--- config.mk ---
export PLATFORM = sky130hd
export DESIGN_NAME = elbeth_dmem_interface
export DESIGN_NICKNAME = d
export VERILOG_FILES = /design/src/rtl/elbeth_dmem_interface.sv
export SDC_FILE = /design/constraint.sdc
export NUM_CORES = 1
export LEC_CHECK = 0
export ABC_CLOCK_PERIOD_IN_PS = 2100
export CAP_MARGIN = 20
export CORE_MARGIN = 2
export CORE_UTILIZATION = 25
export CTS_BUF_LIST = sky130_fd_sc_hd__clkbuf_2 sky130_fd_sc_hd__clkbuf_4 sky130_fd_sc_hd__clkbuf_8
export CTS_CLUSTER_SIZE = 8
export DETAILED_ROUTE_END_ITERATION = 16
export PLACE_DENSITY_LB_ADDON = 0.2
export REMOVE_ABC_BUFFERS = 1
export SLEW_MARGIN = 40
export SYNTH_ARGS = -nofsm -noshare
export SYNTH_HDL_FRONTEND = slang
export SYNTH_SLANG_ARGS = --single-unit
--- constraint.sdc ---
create_clock -name clk -period 2.1 [get_ports clk]
set_input_delay 0.63 -clock clk [delete_from_list [all_inputs] [get_ports clk]]
set_output_delay 0.63 -clock clk [all_outputs]
set_load 0.005 [all_outputs]
--- src/rtl/elbeth_dmem_interface.sv ---
// Data-memory port adapter: byte/half/word core accesses to a word-wide bus with byte enables.
// Latency: core_ready 2 cycles after core_en with a zero-wait memory (+1 per wait cycle), 1 cycle on misalignment.
// Backpressure: holds mem_en until mem_ready/mem_error or timeout; stalls the core while an access is in flight.
module elbeth_dmem_interface #(
   parameter int TIMEOUT_CYCLES = 256
) (
   input  logic        clk,
   input  logic        rst,
   input  logic        core_en,
   input  logic        core_wr,
   input  logic [1:0]  core_size,
   input  logic [31:0] core_addr,
   input  logic [31:0] core_w_data,
   output logic [31:0] core_r_data,
   output logic        core_ready,
   output logic        core_error,
   output logic [1:0]  core_err_code,
   output logic        core_stall,
   output logic        mem_en,
   output logic        mem_we,
   output logic [31:0] mem_addr,
   output logic [3:0]  mem_byte_en,
   output logic [31:0] mem_w_data,
   input  logic [31:0] mem_r_data,
   input  logic        mem_ready,
   input  logic        mem_error
);

   localparam int CW = (TIMEOUT_CYCLES > 2) ? $clog2(TIMEOUT_CYCLES) : 1;
   localparam logic [CW-1:0] CNT_LAST = CW'(TIMEOUT_CYCLES - 1);

   localparam logic [1:0] ERR_ALIGN   = 2'b01;
   localparam logic [1:0] ERR_BUS     = 2'b10;
   localparam logic [1:0] ERR_TIMEOUT = 2'b11;

   typedef enum logic [1:0] {ST_IDLE, ST_BUS, ST_DONE, ST_ERR} state_t;

   state_t        state, state_nxt;
   logic          hold_wr;
   logic [1:0]    hold_size;
   logic [31:0]   hold_addr;
   logic [31:0]   hold_w_data;
   logic [CW-1:0] wait_cnt;
   logic [1:0]    err_code_q;
   logic [31:0]   r_data_q;

   logic          req_bad;
   logic          in_bus;
   logic          timed_out;
   logic [4:0]    lane_shift;
   logic [3:0]    lane_be;
   logic [31:0]   lane_wd;
   logic [31:0]   rd_shifted;
   logic [31:0]   rd_masked;

   assign in_bus     = (state == ST_BUS);
   assign timed_out  = (wait_cnt == CNT_LAST);
   assign lane_shift = {hold_addr[1:0], 3'b000};

   // Alignment check on the live request, evaluated when it is sampled in IDLE.
   always_comb begin
      req_bad = 1'b0;
      case (core_size)
         2'b00:   req_bad = 1'b0;
         2'b01:   req_bad = core_addr[0];
         2'b10:   req_bad = |core_addr[1:0];
         default: req_bad = 1'b1;
      endcase
   end

   // State register.
   always_ff @(posedge clk or negedge rst) begin
      if (!rst) state <= ST_IDLE;
      else      state <= state_nxt;
   end

   // Next-state logic; a bus error takes priority over a simultaneous ready.
   always_comb begin
      state_nxt = state;
      case (state)
         ST_IDLE: if (core_en) state_nxt = req_bad ? ST_ERR : ST_BUS;
         ST_BUS: begin
            if (mem_error)      state_nxt = ST_ERR;
            else if (mem_ready) state_nxt = ST_DONE;
            else if (timed_out) state_nxt = ST_ERR;
         end
         ST_DONE: state_nxt = ST_IDLE;
         ST_ERR:  state_nxt = ST_IDLE;
         default: state_nxt = ST_IDLE;
      endcase
   end

   // Capture the request once in IDLE so the core inputs are free afterwards.
   always_ff @(posedge clk or negedge rst) begin
      if (!rst) begin
         hold_wr     <= 1'b0;
         hold_size   <= 2'b00;
         hold_addr   <= '0;
         hold_w_data <= '0;
      end else if (state == ST_IDLE && core_en) begin
         hold_wr     <= core_wr;
         hold_size   <= core_size;
         hold_addr   <= core_addr;
         hold_w_data <= core_w_data;
      end
   end

   // Wait counter: zero on BUS entry, counts BUS cycles that got no response.
   always_ff @(posedge clk or negedge rst) begin
      if (!rst)                                    wait_cnt <= '0;
      else if (state == ST_IDLE)                   wait_cnt <= '0;
      else if (in_bus && !mem_ready && !mem_error) wait_cnt <= wait_cnt + 1'b1;
   end

   // Error cause, latched for presentation during the ERR cycle.
   always_ff @(posedge clk or negedge rst) begin
      if (!rst) begin
         err_code_q <= 2'b00;
      end else if (state == ST_IDLE && core_en && req_bad) begin
         err_code_q <= ERR_ALIGN;
      end else if (in_bus) begin
         if (mem_error)                    err_code_q <= ERR_BUS;
         else if (!mem_ready && timed_out) err_code_q <= ERR_TIMEOUT;
      end
   end

   // Store lane steering and byte enables from the captured request.
   always_comb begin
      lane_be = 4'b1111;
      lane_wd = hold_w_data;
      case (hold_size)
         2'b00: begin
            lane_be = 4'b0001 << hold_addr[1:0];
            lane_wd = {24'h0, hold_w_data[7:0]} << lane_shift;
         end
         2'b01: begin
            lane_be = hold_addr[1] ? 4'b1100 : 4'b0011;
            lane_wd = hold_addr[1] ? {hold_w_data[15:0], 16'h0} : {16'h0, hold_w_data[15:0]};
         end
         default: begin
            lane_be = 4'b1111;
            lane_wd = hold_w_data;
         end
      endcase
   end

   // Load alignment: shift the addressed lane down and zero-fill above the size.
   always_comb begin
      rd_shifted = mem_r_data >> lane_shift;
      case (hold_size)
         2'b00:   rd_masked = {24'h0, rd_shifted[7:0]};
         2'b01:   rd_masked = {16'h0, rd_shifted[15:0]};
         default: rd_masked = rd_shifted;
      endcase
   end

   // Load data register; only a successful load updates it.
   always_ff @(posedge clk or negedge rst) begin
      if (!rst)                                         r_data_q <= '0;
      else if (in_bus && mem_ready && !mem_error && !hold_wr) r_data_q <= rd_masked;
   end

   assign core_r_data   = r_data_q;
   assign core_ready    = (state == ST_DONE) || (state == ST_ERR);
   assign core_error    = (state == ST_ERR);
   assign core_err_code = (state == ST_ERR) ? err_code_q : 2'b00;
   // Gated by reset so the pipeline is released as soon as reset asserts.
   assign core_stall    = rst & core_en & ~core_ready;

   assign mem_en      = in_bus;
   assign mem_we      = in_bus & hold_wr;
   assign mem_addr    = in_bus ? {hold_addr[31:2], 2'b00} : 32'h0;
   assign mem_byte_en = in_bus ? lane_be : 4'h0;
   assign mem_w_data  = in_bus ? lane_wd : 32'h0;

endmodule
# Yosys cells after proc, flatten, opt, wreduce, memory -nomap -nowiden
# Index checks and enable logic that the tools add are counted.
dict set report word_totals {
  out_inout_bits 107
  ff_bits 111
}
dict set report op_classes {
  mux 22
  n_reduce_logical 22
  eq_ne 9
  bitwise 4
  shift 3
  n_addsub 1
}
# operator count
set op_table {}
lappend op_table {{$pmux 32 s2} 2}
lappend op_table {{$mux 32} 3}
lappend op_table {{$shl 8x5->32} 1}
lappend op_table {{$shr 32x5->32} 1}
lappend op_table {{$mux 2} 10}
lappend op_table {{$mux 8} 2}
lappend op_table {{$add 8x1->8 const B} 1}
lappend op_table {{$eq 8x8->1 const B} 1}
lappend op_table {{$logic_and 1x1->1} 8}
lappend op_table {{$mux 4} 2}
lappend op_table {{$pmux 4 s2} 1}
lappend op_table {{$eq 2x1->1 const B} 3}
lappend op_table {{$eq 2x2->1 const B} 3}
lappend op_table {{$logic_not 2->1} 3}
lappend op_table {{$pmux 2 s3} 1}
lappend op_table {{$ne 4x3->1 const B} 1}
lappend op_table {{$reduce_and 2->1} 2}
lappend op_table {{$reduce_bool 2->1} 2}
lappend op_table {{$reduce_or 2->1} 2}
lappend op_table {{$shl 1x2->4 const A} 1}
lappend op_table {{$and 1x1->1} 3}
lappend op_table {{$logic_not 1->1} 3}
lappend op_table {{$pmux 1 s3} 1}
lappend op_table {{$reduce_bool 3->1} 1}
lappend op_table {{other kinds (3)} 3}

# Depth between registers and ports, before layout
dict set report logic_depth {
  depth_word 6
  depth_mapped 6
  mapped_depth_nobuf 4
}

# Worst setup path after synthesis
# Ideal clock, no wire load.
dict set report synth_timing {
  kind {flip-flop to output port}
  from {register hold_addr[1]}
  to {output port mem_w_data[10]}
  arrival_ns 1.479
  required_ns 1.470
  stages_incl_launch_ff 6
  path_buffers 2
  slack_ns -0.009
  path_cell_list {dfrtp_1 > buf_2 > buf_2 > nor4b_2 > nand2_1 > a21oi_1}
}
dict set report synth_between {
  elab_chain_cells 3
}
# item line_no
set synth_rtl {}
lappend synth_rtl {{from (decl)} 41} ;# logic [31:0] hold_addr;
lappend synth_rtl {{from (signal assigned)} 103} ;# hold_addr <= core_addr;
lappend synth_rtl {{$shl 8x5->32 / $mux 32 (equally long branches)} {134, 138}}
lappend synth_rtl {{$pmux 32 s2 (*)} 131} ;# case (hold_size)
lappend synth_rtl {{$mux 32 (*)} 174} ;# assign mem_w_data = in_bus ? lane_wd : 32'h0;
lappend synth_rtl {{to (decl)} 23} ;# output logic [31:0] mem_w_data,
# Every way passes the cells marked *; elsewhere a longest branch is shown, timed or not.

# Final worst setup path
dict set report layout_timing {
  from {register hold_size[1]}
  to {output port mem_w_data[30]}
}
dict set report layout_between {
  elab_chain_cells 3
}
# item line_no
set layout_rtl {}
lappend layout_rtl {{from (decl)} 40} ;# logic [1:0] hold_size;
lappend layout_rtl {{from (signal assigned)} 102} ;# hold_size <= core_size;
lappend layout_rtl {{$eq 2x1->1 / $logic_not 2->1 (equally long branches)} 131}
lappend layout_rtl {{$pmux 32 s2 (*)} 131}
lappend layout_rtl {{$mux 32 (*)} 174}
# Marks and branches as above.

==> metrics.md <==
| Metric | Value |
|---|---|
| Drt initial violations | 185 |
| LEAKAGE | around 4.0 nW |
| CP Capture Type | output port |
| Count of buffer and inverter cells on the critical path | 4 |
| WS Path Type | flip-flop to output port |
| CTS tree | done |
| Syn Std Cell Area | around 0.0056 mm^2 |
| Relative slew slack | 0.563 |
| Die Ht | between 150 and 200 um |
| Final setup fails | 60 |
| PortBufs | 208 |
| Async S/R FF share, synth | 1.00 |
| # rows | 54 |
| Layout area overhead | 68.0% |
| Synth warnings | 0 |
| Worst Skew | approximately 0.014 ns |
| Core ar. | between 0.02 and 0.025 mm^2 |
| Max IR drop VDD | ~0.00048 V |
| Most frequent cells in the layout | clkdlybuf4s50_1 (133), dfrtp_1 (109), mux2_2 (74), buf_6 (70), buf_4 (39) |
| CTS Hold Buffers Added | 0 |
| Via count | 5,043 |
| Post-synth EDFFs | 0 |
| CTS buffer count | 9 |
| Hold Path Class | primary input to asynchronous set/reset pin |
| Die X | between 150 and 200 um |
| GR Overflow Total | 0 |
| Commonest non-fill, non-tap cell in the layout | clkdlybuf4s50_1 |
| Crit path largest cell delay | 0.46 ns |
| Final WS setup | -0.508 ns |
| #FFs+latches synth | about 110 |
| RSZ-0062 raised after global routing | yes |
| Net count, final | between 800 and 900 |
| Initial Util | 0.256 |
| Largest net degree at the start of global routing | about 110 |
| Post-route clock period utilization | 1.24 |
| Dpl hpwl | approximately 13 mm |
| Top area cells in the synthesized netlist | dfrtp_1 (50%), mux2_2 (15%), mux2i_1 (5.7%) |
| Insertion delay to the later sink of the worst-skew pair | ~0.39 ns |
| Arrival @ worst endpoint | 1.98 ns |
| Drt wl/cell | roughly 18 um |
| H-tree depth | 3 |
| First-pass iteration count of the detailed router | 4 |
| Crit path time final | ~2.6 ns |
| Drc violations | 0 |
| Maxcap violations | 0 |
| Syn_area_per_cell | ~11 um^2 |
| Final Cell Area | between 0.009 and 0.01 mm^2 |
| Critical path cell sequence | nor4bb_4 -> buf_2 -> buf_6 -> buf_6 -> a22oi_2 -> a21oi_2 -> buf_2 |
| First-pass GRT wire length | 29.9 mm |
| Measured slew at the worst slew-check pin | about 0.66 ns |
| GRT Util Overall | 0.158 |
| Yosys cell types | 48 |
| Crit-path slowest cell | dfrtp_2 |
| Share of cells above drive strength 1 | 0.454 |
| PwrDens | 1370 mW/mm^2 |
| Final Routed Wirelength | between 15 and 20 mm |
| Crit-path max FO | 3 |
| Critical Path Source Type | flip-flop |
| Post-synth top flop | dfrtp_1 |
| Root buffer cell | clkbuf_8 |
| Cell taking the most area after synthesis | dfrtp_1 |
| Final Hold Fails | 0 |
| Gpl congestion | approximately 0.83 |
| CP Data Required Time | approximately 1.5 ns |
| Initial antenna violation count | 1 |
| Post-Synthesis Cells | 505 |
| Clock transition at the registers of the reported paths | roughly 0.12 ns |
| Post-DRT Antenna Nets | 0 |
| Max Fclk | roughly 380 MHz |
| Sequential-to-total area share from yosys stat | 0.496 |
| Outcome | finished with violations |
| Clock tree buffer depth | 2 |
| Number of global-route vias before repair | around 5,300 |
| Die Area | ~0.024 mm^2 |
| Synth top area share | 0.496 |
| Placed cell area | 0.00830 mm^2 |
| Clk sinks | about 110 |
| Vias per cell | 4.72 |
| Failing checks | setup timing |
| Min Hold Slack | around 0.33 ns |
| I/O pins | about 210 |
| Slew Viols, Final | 0 |
| Delay-heaviest family, CP | buffers and inverters |
[through the flow]
stage          utilization  TNS [ns]  worst slack (ns)  std cells  power (mW)
2_1_floorplan            -   -172.23             -1.71        464        6.38
3_3_place_gp         0.379    -37.99            -0.446       1000        9.70
3_5_place_dp         0.379    -36.91            -0.520       1000        9.77
4_1_cts              0.421    -18.86            -0.511       1062        12.6
5_1_grt              0.429    -21.73            -0.601       1068        13.7
6_report             0.429    -15.72            -0.508       1068        12.9
[cell type report]
class	count	area [um^2]
Clock inverter	7	78.8
Multi-Input combinational cell	347	3000
Tap cell	280	350
Antenna cell	1	2.50
Timing Repair Buffer	307	3040
Inverter	6	30.0
Clock buffer	9	124
Fill cell	2110	12500
Sequential cell	111	2780
[where the power goes]
| group | switching [mW] | leakage [nW] | total (mW) | internal [mW] |
|---|---|---|---|---|
| Clock | 0.866 | 0.101 | 1.34 | 0.472 |
| Sequential | 0.735 | 1.37 | 3.83 | 3.10 |
| Combinational | 3.09 | 2.57 | 7.68 | 4.59 |
| Total | 4.69 | 4.04 | 12.9 | 8.16 |
[final timing paths]
path / cells past startpoint / slack (ns) / from / end
max in group asynchronous: 2 / 1.27 / rst / hold_size[0]$_DFFE_PN0N_
worst min-delay path: 2 / 0.33 / rst / state[0]$_DFFE_PN0P_
worst max register to register: 6 / 0.08 / state[0]$_DFFE_PN0P_ / wait_cnt[7]$_DFFE_PN0P_
min in group clk: 1 / 0.52 / hold_addr[19]$_DFFE_PN0N_ / hold_addr[19]$_DFFE_PN0N_
worst max-delay path: 7 / -0.51 / hold_size[1]$_DFFE_PN0N_ / mem_w_data[30]
worst min register to register: 1 / 0.52 / hold_addr[19]$_DFFE_PN0N_ / hold_addr[19]$_DFFE_PN0N_
[sequential cells by signal, indices dropped and copies added, names as in the netlist]
name and cells:
hold_addr 32, hold_w_data 32, wait_cnt 8, core_r_data 32
err_code_q 2, state 2, hold_size 2, hold_wr 1
[cells in the mapped netlist (all sizes together) (3+ instances only)]
| cell | instances |
|---|---|
| a21oi | 27 |
| o2bb2ai | 4 |
| clkbuf | 22 |
| o22ai | 4 |
| nor2 | 18 |
| buf | 20 |
| or4 | 4 |
| a22o | 8 |
| a22oi | 8 |
| inv | 6 |
| mux2i | 32 |
| nor3 | 4 |
| nand2 | 35 |
| o21ai | 35 |
| nand3 | 3 |
| a32oi | 8 |
| and3 | 3 |
| nor3b | 12 |
| and2 | 32 |
| nor2b | 3 |
| o31ai | 11 |
| mux2 | 74 |
| dfrtp | 111 |
[worst register-to-register path, delay by kind of cell, from the launching register on]
| kind | cells | cell delay, ns |
|---|---|---|
| and+or+nand+nor | 2 | 1.06 |
| DFF | 1 | 0.41 |
| buffers and inverters | 3 | 0.34 |
| AOI/OAI and AO/OA | 1 | 0.16 |
[metal layers]
| layer | track usage | share of wire | up-vias |
|---|---|---|---|
| met2 | 0.239 | 0.46 | 162 |
| met4 | 0.0380 | 0.0086 | 0 |
| li1 | - | - | 2372 |
| met3 | 0.0448 | 0.069 | 11 |
| met1 | 0.223 | 0.46 | 2498 |
| met5 | 0 | 0 | - |
[kinds of logic (layout without fill, tap and decap cells)]
kind of cell	Yosys count	after routing	share of synthesized area
buf+inv	48	329	0.0409
mux	106	106	0.206
simple gates	127	127	0.127
compound gates	110	110	0.125
other cells	1	3	0.000670
xor+xnor	1	1	0.00157
fa+ha+maj	1	1	0.00224
flops	111	111	0.496
[repair_timing]
action                     in CTS  in global routing
gates cloned                    4                  0
pin swaps                      62                 39
hold endpoints to repair        0                  0
buffers inserted               44                 14
resized for setup             423                 60
setup endpoints to repair      78                 80
No activity file was read; power rests on OpenSTA's default activity.
==> RTL edit, RTL diff (same flow settings) <==
The parameter `TIMEOUT_CYCLES` goes from 256 to 512.
--- a/src/rtl/elbeth_dmem_interface.sv
+++ b/src/rtl/elbeth_dmem_interface.sv
@@ -4,3 +4,3 @@
 module elbeth_dmem_interface #(
-   parameter int TIMEOUT_CYCLES = 256
+   parameter int TIMEOUT_CYCLES = 512
 ) (
Behaviour: no difference found for any inputs over 10 cycles, from zero or initial values and one cycle with rst low; that may be too few to reach the edited logic, so the function may still have changed.
==> RTL edit against the unedited design <==
- synthesized area rose by 0.76%
- clock power rose by 15%
- sequential share of layout area rose by 0.36 points
- via count rose by 2.5%
- first-iteration DRC count rose by 15%
- the run still ends with setup timing left
- highest routed layer unchanged
- total power rose by 1.4%
- worst setup slack improved by 0.044 ns
- cell area fell by 0.21%
- critical path type unchanged
- wire length rose by 4.6%
- utilization fell by 0.22 points
- sequential cell count rose by 1
- largest power group unchanged
==> RTL edit: results <==
{
  "gp_congestion": 0.780,
  "cts_resized": 381,
  "r2r_cells": 6,
  "grt_max_degree": 113,
  "r2r-start": "state[0]$_DFFE_PN0P_",
  "cap_violations": 0,
  "setup_viol": 67,
  "crit_family": "buffers and inverters",
  "antennaDiodeCount": 0,
  "ys_top_cells_by_count": "112 x dfrtp_1, 74 x mux2_2, 42 x nand2_1, 34 x mux2i_1, 34 x o21ai_0",
  "finalNetCount": 890,
  "synth_compound_area_share_pct": 11.6,
  "synthMuxAreaShare_pct": 20.8,
  "drive_above_1_share_pct": 43.0,
  "ir_drop_mv": 0.540,
  "port-buffer-count": 208,
  "fillers": 2103,
  "clockBufferDepth": 2,
  "yosysWarnings": 0,
  "rrSetupSlack_ns": 0.18,
  "synth_fa_ha_area_share_pct": 0.444,
  "numCtsBuffers": 9,
  "rr_endpoint": "wait_cnt[4]$_DFFE_PN0P_",
  "final.setup.tns_ns": -15.01,
  "min_path_type": "input pin to asynchronous set/reset pin",
  "drt_first_iter_violations": 212,
  "layout_setup_ws_ns": -0.464,
  "dr.pass1.iters": 5,
  "dp_hpwl_mm": 13.0,
  "grt_pass1_vias": 5426,
  "status": "finished with violations",
  "dp_slack_ns": -0.509,
  "finClkSkew_ns": 0.0184,
  "grt_pass1_wl_mm": 30.8,
  "postCtsSetupRepairBufs": 38,
  "grt_util_all_layers_pct": 16.5,
  "violations": "setup timing",
  "place_area_sq_um": 8330,
  "slowest_delay_ns": 0.47,
  "htree_num_levels": 3,
  "crit_slowest_cell": "dfrtp_2",
  "ys_types": 47,
  "vias_per_cell": 4.84,
  "wl_mm": 19.8,
  "async_reset_ff_share_pct": 100,
  "p_leak_uw": 0.00406,
  "path_clk_slew_ns": 0.11,
  "path_max_fanout": 5,
  "synth-xor-area-share_pct": 0.155,
  "synth-seq-area-share_pct": 49.7,
  "antenna_found_initial": 0,
  "synth_flop_cell": "dfrtp_1",
  "synth_area_leaders": "dfrtp_1 50%, mux2_2 15%, mux2i_1 6.0%",
  "fp.dieArea_sq_um": 23800,
  "clock_latency_ns": 0.39,
  "clock-root-buffer": "clkbuf_8",
  "tightest_slew_ns": 0.668
}
## RTL edit: changes by cell type in the layout (fill, tap and decap cells not counted), moves of 3 or more
cell,before,now
a31oi_1,0,6
nand3b_1,0,8
a21oi_2,13,7
nor2b_1,0,3
a22oi_2,8,0
buf_6,70,61
nand2_1,28,32
a21oi_1,10,6
a21o_1,0,3
## RTL edit: metrics by stage
stage | util, % | instances | hold slack (ns) | total power (uW)
floorplan | - | 473 | 0.334 | 6460
detailed placement | 37.9 | 1003 | 0.488 | 9810
global route | 42.7 | 1069 | 0.388 | 13900
CTS | 41.8 | 1062 | 0.361 | 12700
global placement | 37.9 | 1003 | 0.466 | 9710
finish | 42.7 | 1069 | 0.312 | 13000
## RTL edit: routing by layer
metal,wire length (um),GRT usage [%]
met5,0,0
met3,1430,3.98
met1,9020,23.0
met2,8970,25.6
met4,342,4.76
## RTL edit: final cells by class
class	instances	share of cell area [%]
Clock buffer	11	1.61
Sequential cell	112	29.9
Multi-Input combinational cell	356	31.9
Inverter	5	0.334
Timing Repair Buffer	300	31.6
Clock inverter	5	0.921
Tap cell	280	3.74
## RTL edit: worst max-delay path by stage
stage                                  start                    to  slack (ns)  cells after the start
global route        hold_size[0]$_DFFE_PN0N_        mem_w_data[31]       -0.57                      7
global placement    hold_addr[1]$_DFFE_PN0N_        mem_w_data[18]       -0.40                      4
finish              hold_size[0]$_DFFE_PN0N_        mem_w_data[14]       -0.46                      8
CTS                 hold_size[0]$_DFFE_PN0N_        mem_w_data[14]       -0.48                      8
floorplan                            core_en  state[1]$_DFFE_PN0P_       -1.81                      3
detailed placement  hold_size[0]$_DFFE_PN0N_         mem_w_data[3]       -0.51                      4
## RTL edit: power breakdown
group	internal, uW	switching [uW]
Clock	750	793
Combinational	4470	3080
Sequential	3160	776
